## src/rtl/cfg_mem_bank_pkg.sv

```systemverilog
`default_nettype none
// ============================================================================
// Module      : cfg_mem_bank_pkg
// Description : Shared types and constants for the memory-bank programming
//               controller.
//               - cfg_mb_state_t : controller state encoding
//               - SETUP_CYCLES   : bit-line setup cycles before a word-line pulse
//               - HOLD_CYCLES    : bit-line hold cycles after a word-line pulse
//               - row_cnt_width(): width of the row counter for a row count
//               Optional feature macro: CFG_MEM_BANK_PARITY_EN (adds S_ERR).
// Revision    : 1.0 - initial release
// ============================================================================
package cfg_mem_bank_pkg;

    typedef enum logic [2:0] {
        S_IDLE  = 3'd0,
        S_LOAD  = 3'd1,
        S_SETUP = 3'd2,
        S_PULSE = 3'd3,
        S_HOLD  = 3'd4,
`ifdef CFG_MEM_BANK_PARITY_EN
        S_DONE  = 3'd5,
        S_ERR   = 3'd6
`else
        S_DONE  = 3'd5
`endif
    } cfg_mb_state_t;

    localparam int SETUP_CYCLES = 1;
    localparam int HOLD_CYCLES  = 1;

    // A single row still needs a one-bit counter.
    function automatic int row_cnt_width(input int n);
        return (n > 1) ? $clog2(n) : 1;
    endfunction

endpackage
`default_nettype wire

```

## src/rtl/cfg_mem_bank_ctrl_if.sv

```systemverilog
`default_nettype none
// ============================================================================
// Module      : cfg_mem_bank_ctrl_if
// Description : Bundle between the bitstream loader and the memory-bank
//               controller: start pulse, valid/ready word stream, bit-line and
//               word-line drive, and status flags.
//               master : loader side (drives start/cfg_valid/cfg_data)
//               slave  : controller side (drives cfg_ready/bl/wl/status)
//               Optional feature macro: CFG_MEM_BANK_PARITY_EN (adds cfg_parity).
// Revision    : 1.0 - initial release
// ============================================================================
interface cfg_mem_bank_ctrl_if #(
    parameter int NUM_BL = 4,
    parameter int NUM_WL = 8
) ();
    logic              start;
    logic              cfg_valid;
    logic              cfg_ready;
    logic [NUM_BL-1:0] cfg_data;
`ifdef CFG_MEM_BANK_PARITY_EN
    logic              cfg_parity;
`endif
    logic [NUM_BL-1:0] bl;
    logic [NUM_WL-1:0] wl;
    logic              busy;
    logic              cfg_done;
    logic              cfg_error;

    modport master (
        output start, cfg_valid, cfg_data,
`ifdef CFG_MEM_BANK_PARITY_EN
        output cfg_parity,
`endif
        input  cfg_ready, bl, wl, busy, cfg_done, cfg_error
    );

    modport slave (
        input  start, cfg_valid, cfg_data,
`ifdef CFG_MEM_BANK_PARITY_EN
        input  cfg_parity,
`endif
        output cfg_ready, bl, wl, busy, cfg_done, cfg_error
    );
endinterface
`default_nettype wire

```

## src/rtl/cfg_wl_decoder.sv

```systemverilog
`default_nettype none
// ============================================================================
// Module      : cfg_wl_decoder
// Description : Combinational row index to one-hot word-line decode.
//               i_row : row index
//               i_en  : decode enable (output all-zero when low)
//               o_wl  : one-hot word-line vector (zero when disabled or when
//                       the index is out of range)
// Revision    : 1.0 - initial release
// ============================================================================
module cfg_wl_decoder #(
    parameter int NUM_WL = 8,
    parameter int ROW_W  = 3
) (
    input  wire logic [ROW_W-1:0]  i_row,
    input  wire logic              i_en,
    output logic      [NUM_WL-1:0] o_wl
);
    always_comb begin
        o_wl = '0;
        for (int i = 0; i < NUM_WL; i++) begin
            o_wl[i] = i_en && (i_row == ROW_W'(i));
        end
    end
endmodule
`default_nettype wire

```

## src/rtl/cfg_mem_bank_ctrl.sv

```systemverilog
`default_nettype none
// ============================================================================
// Module      : cfg_mem_bank_ctrl
// Description : Memory-bank programming sequencer for a configuration array.
//               Per row: LOAD (accept word) -> SETUP -> PULSE (word line high
//               for WL_PULSE_CYCLES) -> HOLD, then next row or DONE.
//               prog_clk : programming clock
//               pReset   : asynchronous active-high reset
//               bus      : cfg_mem_bank_ctrl_if.slave (start, stream, bl/wl,
//                          busy, cfg_done, cfg_error)
//               Optional feature macro: CFG_MEM_BANK_PARITY_EN - even parity
//               check on each accepted word; a mismatch parks in S_ERR.
// Revision    : 1.0 - initial release
// ============================================================================
module cfg_mem_bank_ctrl
    import cfg_mem_bank_pkg::*;
#(
    parameter int NUM_BL          = 4,
    parameter int NUM_WL          = 8,
    parameter int WL_PULSE_CYCLES = 2
) (
    input  wire logic         prog_clk,
    input  wire logic         pReset,
    cfg_mem_bank_ctrl_if.slave bus
);
    localparam int c_ROW_W   = row_cnt_width(NUM_WL);
    // One phase counter serves SETUP, PULSE and HOLD; size it for the longest.
    localparam int c_CNT_MAX = (WL_PULSE_CYCLES > SETUP_CYCLES) ?
                               ((WL_PULSE_CYCLES > HOLD_CYCLES) ? WL_PULSE_CYCLES : HOLD_CYCLES) :
                               ((SETUP_CYCLES > HOLD_CYCLES) ? SETUP_CYCLES : HOLD_CYCLES);
    localparam int c_CNT_W   = $clog2(c_CNT_MAX + 1);

    localparam logic [c_ROW_W-1:0] c_LAST_ROW    = c_ROW_W'(NUM_WL - 1);
    localparam logic [c_CNT_W-1:0] c_SETUP_LAST  = c_CNT_W'(SETUP_CYCLES - 1);
    localparam logic [c_CNT_W-1:0] c_PULSE_LAST  = c_CNT_W'(WL_PULSE_CYCLES - 1);
    localparam logic [c_CNT_W-1:0] c_HOLD_LAST   = c_CNT_W'(HOLD_CYCLES - 1);

    cfg_mb_state_t       r_state;
    logic [c_ROW_W-1:0]  r_row;
    logic [c_CNT_W-1:0]  r_cnt;
    logic [NUM_BL-1:0]   r_bl;
    logic [NUM_WL-1:0]   r_wl;
    logic                r_cfg_ready;
    logic                r_busy;
    logic                r_cfg_done;
    logic                r_cfg_error;

    logic                w_accept;
    logic                w_dec_en;
    logic [NUM_WL-1:0]   w_wl_onehot;

    // r_cfg_ready is registered, so the handshake never looks through to cfg_valid.
    assign w_accept = bus.cfg_valid && r_cfg_ready;
    assign w_dec_en = (r_state == S_SETUP);

    cfg_wl_decoder #(
        .NUM_WL (NUM_WL),
        .ROW_W  (c_ROW_W)
    ) u_wl_dec (
        .i_row  (r_row),
        .i_en   (w_dec_en),
        .o_wl   (w_wl_onehot)
    );

    always_ff @(posedge prog_clk or posedge pReset) begin
        if (pReset) begin
            r_state     <= S_IDLE;
            r_row       <= '0;
            r_cnt       <= '0;
            r_bl        <= '0;
            r_wl        <= '0;
            r_cfg_ready <= 1'b0;
            r_busy      <= 1'b0;
            r_cfg_done  <= 1'b0;
            r_cfg_error <= 1'b0;
        end else begin
            case (r_state)
                // Idle and both terminal states only react to start.
`ifdef CFG_MEM_BANK_PARITY_EN
                S_IDLE, S_DONE, S_ERR: begin
`else
                S_IDLE, S_DONE: begin
`endif
                    if (bus.start) begin
                        r_state     <= S_LOAD;
                        r_row       <= '0;
                        r_cnt       <= '0;
                        r_cfg_ready <= 1'b1;
                        r_busy      <= 1'b1;
                        r_cfg_done  <= 1'b0;
                        r_cfg_error <= 1'b0;
                    end
                end

                S_LOAD: begin
                    if (w_accept) begin
                        r_cfg_ready <= 1'b0;
                        r_cnt       <= '0;
`ifdef CFG_MEM_BANK_PARITY_EN
                        if (bus.cfg_parity != (^bus.cfg_data)) begin
                            r_state     <= S_ERR;
                            r_cfg_error <= 1'b1;
                            r_busy      <= 1'b0;
                            r_bl        <= '0;
                        end else begin
                            r_bl    <= bus.cfg_data;
                            r_state <= S_SETUP;
                        end
`else
                        r_bl    <= bus.cfg_data;
                        r_state <= S_SETUP;
`endif
                    end
                end

                S_SETUP: begin
                    if (r_cnt == c_SETUP_LAST) begin
                        r_cnt   <= '0;
                        r_wl    <= w_wl_onehot;
                        r_state <= S_PULSE;
                    end else begin
                        r_cnt <= r_cnt + 1'b1;
                    end
                end

                S_PULSE: begin
                    if (r_cnt == c_PULSE_LAST) begin
                        r_cnt   <= '0;
                        r_wl    <= '0;
                        r_state <= S_HOLD;
                    end else begin
                        r_cnt <= r_cnt + 1'b1;
                    end
                end

                S_HOLD: begin
                    if (r_cnt == c_HOLD_LAST) begin
                        r_cnt <= '0;
                        if (r_row == c_LAST_ROW) begin
                            r_state    <= S_DONE;
                            r_cfg_done <= 1'b1;
                            r_busy     <= 1'b0;
                            r_bl       <= '0;
                        end else begin
                            r_row       <= r_row + 1'b1;
                            r_state     <= S_LOAD;
                            r_cfg_ready <= 1'b1;
                        end
                    end else begin
                        r_cnt <= r_cnt + 1'b1;
                    end
                end

                default: begin
                    r_state     <= S_IDLE;
                    r_wl        <= '0;
                    r_cfg_ready <= 1'b0;
                    r_busy      <= 1'b0;
                end
            endcase
        end
    end

    assign bus.cfg_ready = r_cfg_ready;
    assign bus.bl        = r_bl;
    assign bus.wl        = r_wl;
    assign bus.busy      = r_busy;
    assign bus.cfg_done  = r_cfg_done;
`ifdef CFG_MEM_BANK_PARITY_EN
    assign bus.cfg_error = r_cfg_error;
`else
    assign bus.cfg_error = 1'b0;
`endif

endmodule
`default_nettype wire
```

## src/flat_wrapper.sv

```systemverilog
// flat-port wrapper written by rule: the top's interface ports become plain ports
module cfg_mem_bank_ctrl_flat import cfg_mem_bank_pkg::*;
#(
    parameter int NUM_BL          = 4,
    parameter int NUM_WL          = 8,
    parameter int WL_PULSE_CYCLES = 2
)
  (prog_clk, pReset, bus_start, bus_cfg_valid, bus_cfg_data, bus_cfg_ready, bus_bl, bus_wl, bus_busy, bus_cfg_done, bus_cfg_error);
  cfg_mem_bank_ctrl_if #(.NUM_BL(NUM_BL), .NUM_WL(NUM_WL)) bus_i ();
  input  wire logic prog_clk;
  input  wire logic pReset;
  input wire logic [$bits(bus_i.start)-1:0] bus_start;
  input wire logic [$bits(bus_i.cfg_valid)-1:0] bus_cfg_valid;
  input wire logic [$bits(bus_i.cfg_data)-1:0] bus_cfg_data;
  output wire logic [$bits(bus_i.cfg_ready)-1:0] bus_cfg_ready;
  output wire logic [$bits(bus_i.bl)-1:0] bus_bl;
  output wire logic [$bits(bus_i.wl)-1:0] bus_wl;
  output wire logic [$bits(bus_i.busy)-1:0] bus_busy;
  output wire logic [$bits(bus_i.cfg_done)-1:0] bus_cfg_done;
  output wire logic [$bits(bus_i.cfg_error)-1:0] bus_cfg_error;
  assign bus_i.start = bus_start;
  assign bus_i.cfg_valid = bus_cfg_valid;
  assign bus_i.cfg_data = bus_cfg_data;
  assign bus_cfg_ready = bus_i.cfg_ready;
  assign bus_bl = bus_i.bl;
  assign bus_wl = bus_i.wl;
  assign bus_busy = bus_i.busy;
  assign bus_cfg_done = bus_i.cfg_done;
  assign bus_cfg_error = bus_i.cfg_error;
  cfg_mem_bank_ctrl #(.NUM_BL(NUM_BL), .NUM_WL(NUM_WL), .WL_PULSE_CYCLES(WL_PULSE_CYCLES)) u_core (.prog_clk(prog_clk), .pReset(pReset), .bus(bus_i));
endmodule
```

## config.mk

```make
export PLATFORM = sky130hd
export DESIGN_NAME = cfg_mem_bank_ctrl_flat
export DESIGN_NICKNAME = d
export VERILOG_FILES = /design/src/rtl/cfg_mem_bank_pkg.sv /design/src/rtl/cfg_mem_bank_ctrl_if.sv /design/src/rtl/cfg_wl_decoder.sv /design/src/rtl/cfg_mem_bank_ctrl.sv /design/src/flat_wrapper.sv
export SDC_FILE = /design/constraint.sdc
export NUM_CORES = 1
export LEC_CHECK = 0
export CORE_ASPECT_RATIO = 1.75
export CORE_MARGIN = 3
export CORE_UTILIZATION = 55
export DETAILED_ROUTE_END_ITERATION = 12
export HOLD_SLACK_MARGIN = 0.12
export PLACE_DENSITY_LB_ADDON = 0.3
export SLEW_MARGIN = 20
export SYNTH_ARGS = -nofsm -noshare
export SYNTH_HDL_FRONTEND = slang
export SYNTH_SLANG_ARGS = --single-unit
```

## constraint.sdc

```tcl
create_clock -name prog_clk -period 3.4 [get_ports prog_clk]
set_input_delay 0.34 -clock prog_clk [delete_from_list [all_inputs] [get_ports prog_clk]]
set_output_delay 0.34 -clock prog_clk [all_outputs]
set_load 0.02 [all_outputs]
```

* After elaboration in Yosys (flattened, before gate mapping)
Cells that the tools add are included.
Word-level totals: ROM bits 0, input port bits 8, bits in writable memories 0, register bits 23, latch bits 0, output and inout bits 16, memories 0, word-level logic and storage cells 96
Operators by class: bitwise gates (word level) 3, multipliers 0, reduce and logical (&&, ||, !) cells 28, order comparisons 0, mux-type cells 35, $add $sub $neg 2, div/mod/pow operators 0, shift-type cells 0, equality and inequality tests 20
Operators by type and width (count):
- $mux W3 | 9
- $pmux W8 S3 | 1
- $eq A3 B3 Y1 const B | 6
- $mux W8 | 2
- $reduce_and A4 Y1 | 4
- $pmux W3 S5 | 1
- $eq A3 B2 Y1 const B | 4
- $mux W4 | 3
- $ne A2 B1 Y1 const B | 5
- $reduce_and A5 Y1 | 2
- $logic_and A1 B1 Y1 | 9
- $mux W1 | 9
- $mux W2 | 4
- $pmux W2 S4 | 1
- $pmux W4 S2 | 1
- $eq A3 B1 Y1 const B | 2
- $logic_not A3 Y1 | 2
- $pmux W3 S2 | 1
- $reduce_and A3 Y1 | 2
- $reduce_or A2 Y1 | 3
- $ne A2 B2 Y1 const B | 2
- $pmux W1 S4 | 1
- $reduce_bool A2 Y1 | 2
- $reduce_bool A4 Y1 | 1
- other kinds (9) | 11

* Depth between registers and ports, before layout
depth in word-level cells 4, depth in mapped cells 7, mapped depth without buffers 6

* Modules after synthesis
From an unflattened synthesis, not the netlist that was laid out.
Unflattened totals: cell total of the unflattened synthesis 147, area, all modules 1425.1 um^2
Modules (own cells, without submodules):
- cfg_mem_bank_ctrl | cells each 139, area an instance 1330.0 um^2, seq. area each 575.6 um^2, times used 1
- cfg_wl_decoder | cells each 8, area an instance 95.1 um^2, seq. area each 0.0 um^2, times used 1

* Worst setup path after synthesis
OpenSTA, ideal clock, no wires.
kind flip-flop to flip-flop, from register u_core.r_row[0], to register u_core.r_row[1], clock period less this slack 1.768 ns, data arrival time 1.646 ns, data required time 3.278 ns, buffers on the path 0, stages on the path, launching flop included 6, path slack 1.632 ns, setup time 0.122 ns, path through dfrtp_1 -> ha_1 -> ha_1 -> o311a_1 -> or3_1 -> a32o_1
Between the ends: cells in the longest elaborated chain, start to end 4, elaborated cells on any way between the ends 7, those cells by class add/sub (1); eq/ne (2); mux (3); reduce/logical (1)
Ends and longest elaborated chain:
- from (decl) | line cfg_mem_bank_ctrl.sv:39 | logic [c_ROW_W-1:0] r_row;
- from (signal assigned) | line cfg_mem_bank_ctrl.sv:145 | r_row <= r_row + 1'b1;
- $add A3 B1 Y3 | line cfg_mem_bank_ctrl.sv:145
- $mux W3 | line cfg_mem_bank_ctrl.sv:139 | if (r_row == c_LAST_ROW) begin
- $mux W3 | line cfg_mem_bank_ctrl.sv:137 | if (r_cnt == c_HOLD_LAST) begin
- $pmux W3 S2 | line cfg_mem_bank_ctrl.sv:77 | case (r_state)
Parallel ways exist; a longest one is shown, timed or not. The select of a mux whose other input is x is not followed. A chain may end at the register's enable or synchronous reset.

* Worst setup path in the final report
from register u_core.r_cnt[0], to register u_core.r_wl[4], in the netlist u_core.bus.wl[4]
Between the ends: cells in the longest elaborated chain, start to end 3, elaborated cells on any way between the ends 5, those cells by class eq/ne (3); reduce/logical (2)
Ends and longest elaborated chain:
- from (decl) | line cfg_mem_bank_ctrl.sv:40 | logic [c_CNT_W-1:0] r_cnt;
- from (signal assigned) | line cfg_mem_bank_ctrl.sv:122 | r_cnt <= r_cnt + 1'b1;
- from (signal assigned) | line cfg_mem_bank_ctrl.sv:132 | r_cnt <= r_cnt + 1'b1;
- from (signal assigned) | line cfg_mem_bank_ctrl.sv:150 | r_cnt <= r_cnt + 1'b1;
- $eq A2 B1 Y1 / $logic_not A2 Y1 (equally long branches) | line cfg_mem_bank_ctrl.sv:127, cfg_mem_bank_ctrl.sv:117
- $ne A2 B1 Y1 (no line)
- $reduce_and A3 Y1 (no line) *
- to (signal assigned) | line cfg_mem_bank_ctrl.sv:119 | r_wl <= w_wl_onehot;
- to (decl) | line cfg_mem_bank_ctrl.sv:42 | logic [NUM_WL-1:0] r_wl;
Every way passes the cells marked *; elsewhere a longest branch is shown, timed or not.

==> reports/results.tsv <==
metric	value	unit
crit start category	register	
post-cts repair resize count	0	
leak pwr	0.000672	uW
Starting Density	60.1	%
FMAX	501	MHz
largest net degree at the start of global routing	24	
worst reg-to-reg setup slack	1.40	ns
Vias/cell	6.19	
clock latency on the worst-skew pair	0.31	ns
Synth cell types	40	
H-tree Lvls	1	
CTS tree	yes	
sequential power share	38.5	%
post-synthesis area per instance	9.26	um^2
CTS sink count	23	
critical path required time	3.58	ns
final max-slew violation count	0	
CP Data Arrival Time	2.17	ns
setup tns final	0	ns
Synth Instances	143	
critical path's top delay family	compound AO/OA/AOI/OAI gates	
synthesized net count	162	
GPL Wtd Cong	0.870	
maxcap violations	0	
total chip power	1260	uW
via count	1152	
status	completed	
Critical Path Max Stage Delay	0.62	ns
P_sw	569	uW
crit path cell chain	inv_1 -> ha_1 -> nor2b_1 -> o31ai_2 -> o21ai_0	
ant diodes	0	
DRC errors left	0	
global-route usage over all layers	20.8	%
# rows	22	
final cycle utilization of the critical path	58.7	%
sequential fraction of the synthesis area	43.5	%
Register Area	576	um^2
Syn Std Cell Area	1320	um^2
grt total ovfl	0	
end of the critical path	u_core.bus.wl[4]	
commonest non-fill, non-tap cells in the layout	dfrtp_1, clkdlybuf4s50_1, nand2_1	
worst r2r dst	u_core.bus.wl[4]	
CP max stage cell	o31ai_2	
synthesis-to-finish area growth	18.7	%
actual slew at the worst max-slew pin	0.843	ns
clk_skew	0.00334	ns
Setup-failing EPs final	0	
Fillers	189	
element type at the critical path end	register	
Buf/Inv on CP	1	
Multi-input gate area	681	um^2
PD cells	802	nW/um^2
CP Max Fanout	12	
synthesized flop and latch total	23	
DP HPWL	2.18	mm
WS Path Type	register to register	
Slew HR	43.7	%
Clock Pin Slew Worst Setup and Hold Paths	0.13	ns
die footprint	3050	um^2
hold_buf cts	0	
remaining antenna violation count	0	
width of the die	43.1	um
R2R depth	5	
DP Worst Slack	1.13	ns
Hold Path Class	input pin to asynchronous set/reset pin	
# Post-CTS Setup Buffers	0	
vias in the first global route	1144	
switching part of the total	45.2	%
critical path depth	5	
I/O pin count	24	
fraction of layout cells with a size suffix above 1	4.94	%
drt initial violations	40	
number of synthesized flops with an enable pin	0	
ys async rst share	100	%
Peak supply drop	0.000471	V
WL final	2.84	mm
core region area	2200	um^2
Comb pwr share	51.5	%
CTS buffer count	3	
NumNets Final	182	
Ys Warns	0	
worst setup path start	u_core.r_cnt[0]	
Buffers on Ports	22	
Pre-Repair DR Iteration Count	4	
drt wl/cell	15.3	um
most common cell after layout, fill and taps aside	dfrtp_1	
Tmin final	2.00	ns
clock power share	10.0	%
internal power	691	uW
Die Span Y	70.9	um
first-pass GRT wire length	5.06	mm
most used flip-flop cell after synthesis	dfrtp_1	
FF-to-FF Start	u_core.r_cnt[0]	
initial antenna violation count	0	
setup ws final	1.40	ns
Root Buffer	clkbuf_4	
RSZ-0062 raised after global routing	no	
maximum root-to-sink buffer count	2	
Final Hold Fails	0	
==> final cells by class <==
cell class / count / area share, %
multi-input cells: 103 / 43.3
flip-flops and latches: 23 / 36.6
repair buffers: 22 / 14.0
inverters: 10 / 2.39
well taps: 24 / 1.91
clock buffers: 3 / 1.43
clock inverters: 1 / 0.318
==> how the worst min path moves through the flow <==
stage,end,slack [ns],cells after the start
5_1_grt,u_core.bus.wl[2],0.53,2
3_3_place_gp,u_core.bus.wl[4],0.46,2
4_1_cts,u_core.bus.wl[6],0.51,2
6_report,u_core.bus.wl[1],0.49,2
3_5_place_dp,u_core.bus.wl[6],0.48,2
2_1_floorplan,u_core.bus.bl[0],0.34,1
==> sequential cells by signal, summed over array words and instances, names as in the netlist <==
name,flops
u_core.bus.bl,4
u_core.bus.busy,1
u_core.bus.cfg_done,1
u_core.bus.cfg_ready,1
u_core.bus.wl,8
u_core.r_cnt,2
u_core.r_row,3
u_core.r_state,3
==> per-stage QoR <==
| step | area, um^2 | hold WS, ns | instances | util [%] |
|---|---|---|---|---|
| finish | 1570 | 0.490 | 186 | 71.4 |
| global route | 1570 | 0.532 | 186 | 71.4 |
| CTS | 1570 | 0.509 | 186 | 71.1 |
| detailed placement | 1540 | 0.480 | 182 | 69.9 |
| global placement | 1540 | 0.464 | 182 | 69.9 |
| floorplan | 1320 | 0.342 | 143 | - |
==> layer usage <==
metal  part of all wire (%)  vias to the layer above  track usage, %
met5                      0                        -               0
met4                    3.5                        0            10.4
met3                    5.2                       10            2.04
met2                     53                       50            35.4
met1                     38                      542            25.1
li1                       -                      550               -
==> cells by family (layout without fill, tap and decap cells) <==
kind of cell | after synthesis | count (layout) | share of synthesized area (%)
compound gates | 42 | 42 | 22.1
mux | 1 | 1 | 0.756
flops | 23 | 23 | 43.5
buf+inv | 17 | 36 | 5.48
simple gates | 48 | 48 | 17.5
fa+ha+maj | 11 | 11 | 10.4
other cells | 1 | 1 | 0.283
==> cell usage after synthesis, types with 2 or more instances <==
library cell,number,area share (%)
inv_2,2,0.57
inv_1,8,2.3
nor2_1,8,2.3
nand2_1,21,6.0
nand3_1,2,0.76
nor3_1,3,1.1
a21oi_1,6,2.3
ha_1,11,10
o21ai_0,13,4.9
a22o_1,4,2.6
a32oi_1,2,1.3
a32o_1,2,1.5
or3_1,2,0.95
o2bb2ai_1,3,2.0
a221o_1,2,1.5
buf_2,4,1.5
dfrtp_1,23,43
nand2b_1,4,1.9
nor2b_1,2,0.95
==> power groups by stage <==
stage | Sequential [uW] | Clock, uW | Combinational (uW)
final | 485 | 126 | 649
after global placement | 482 | 0 | 619
after global routing | 500 | 143 | 727
after CTS | 481 | 131 | 646
after detailed placement | 487 | 0 | 643
after floorplan | 487 | 0 | 433
Power figures use the tool's default switching activity.
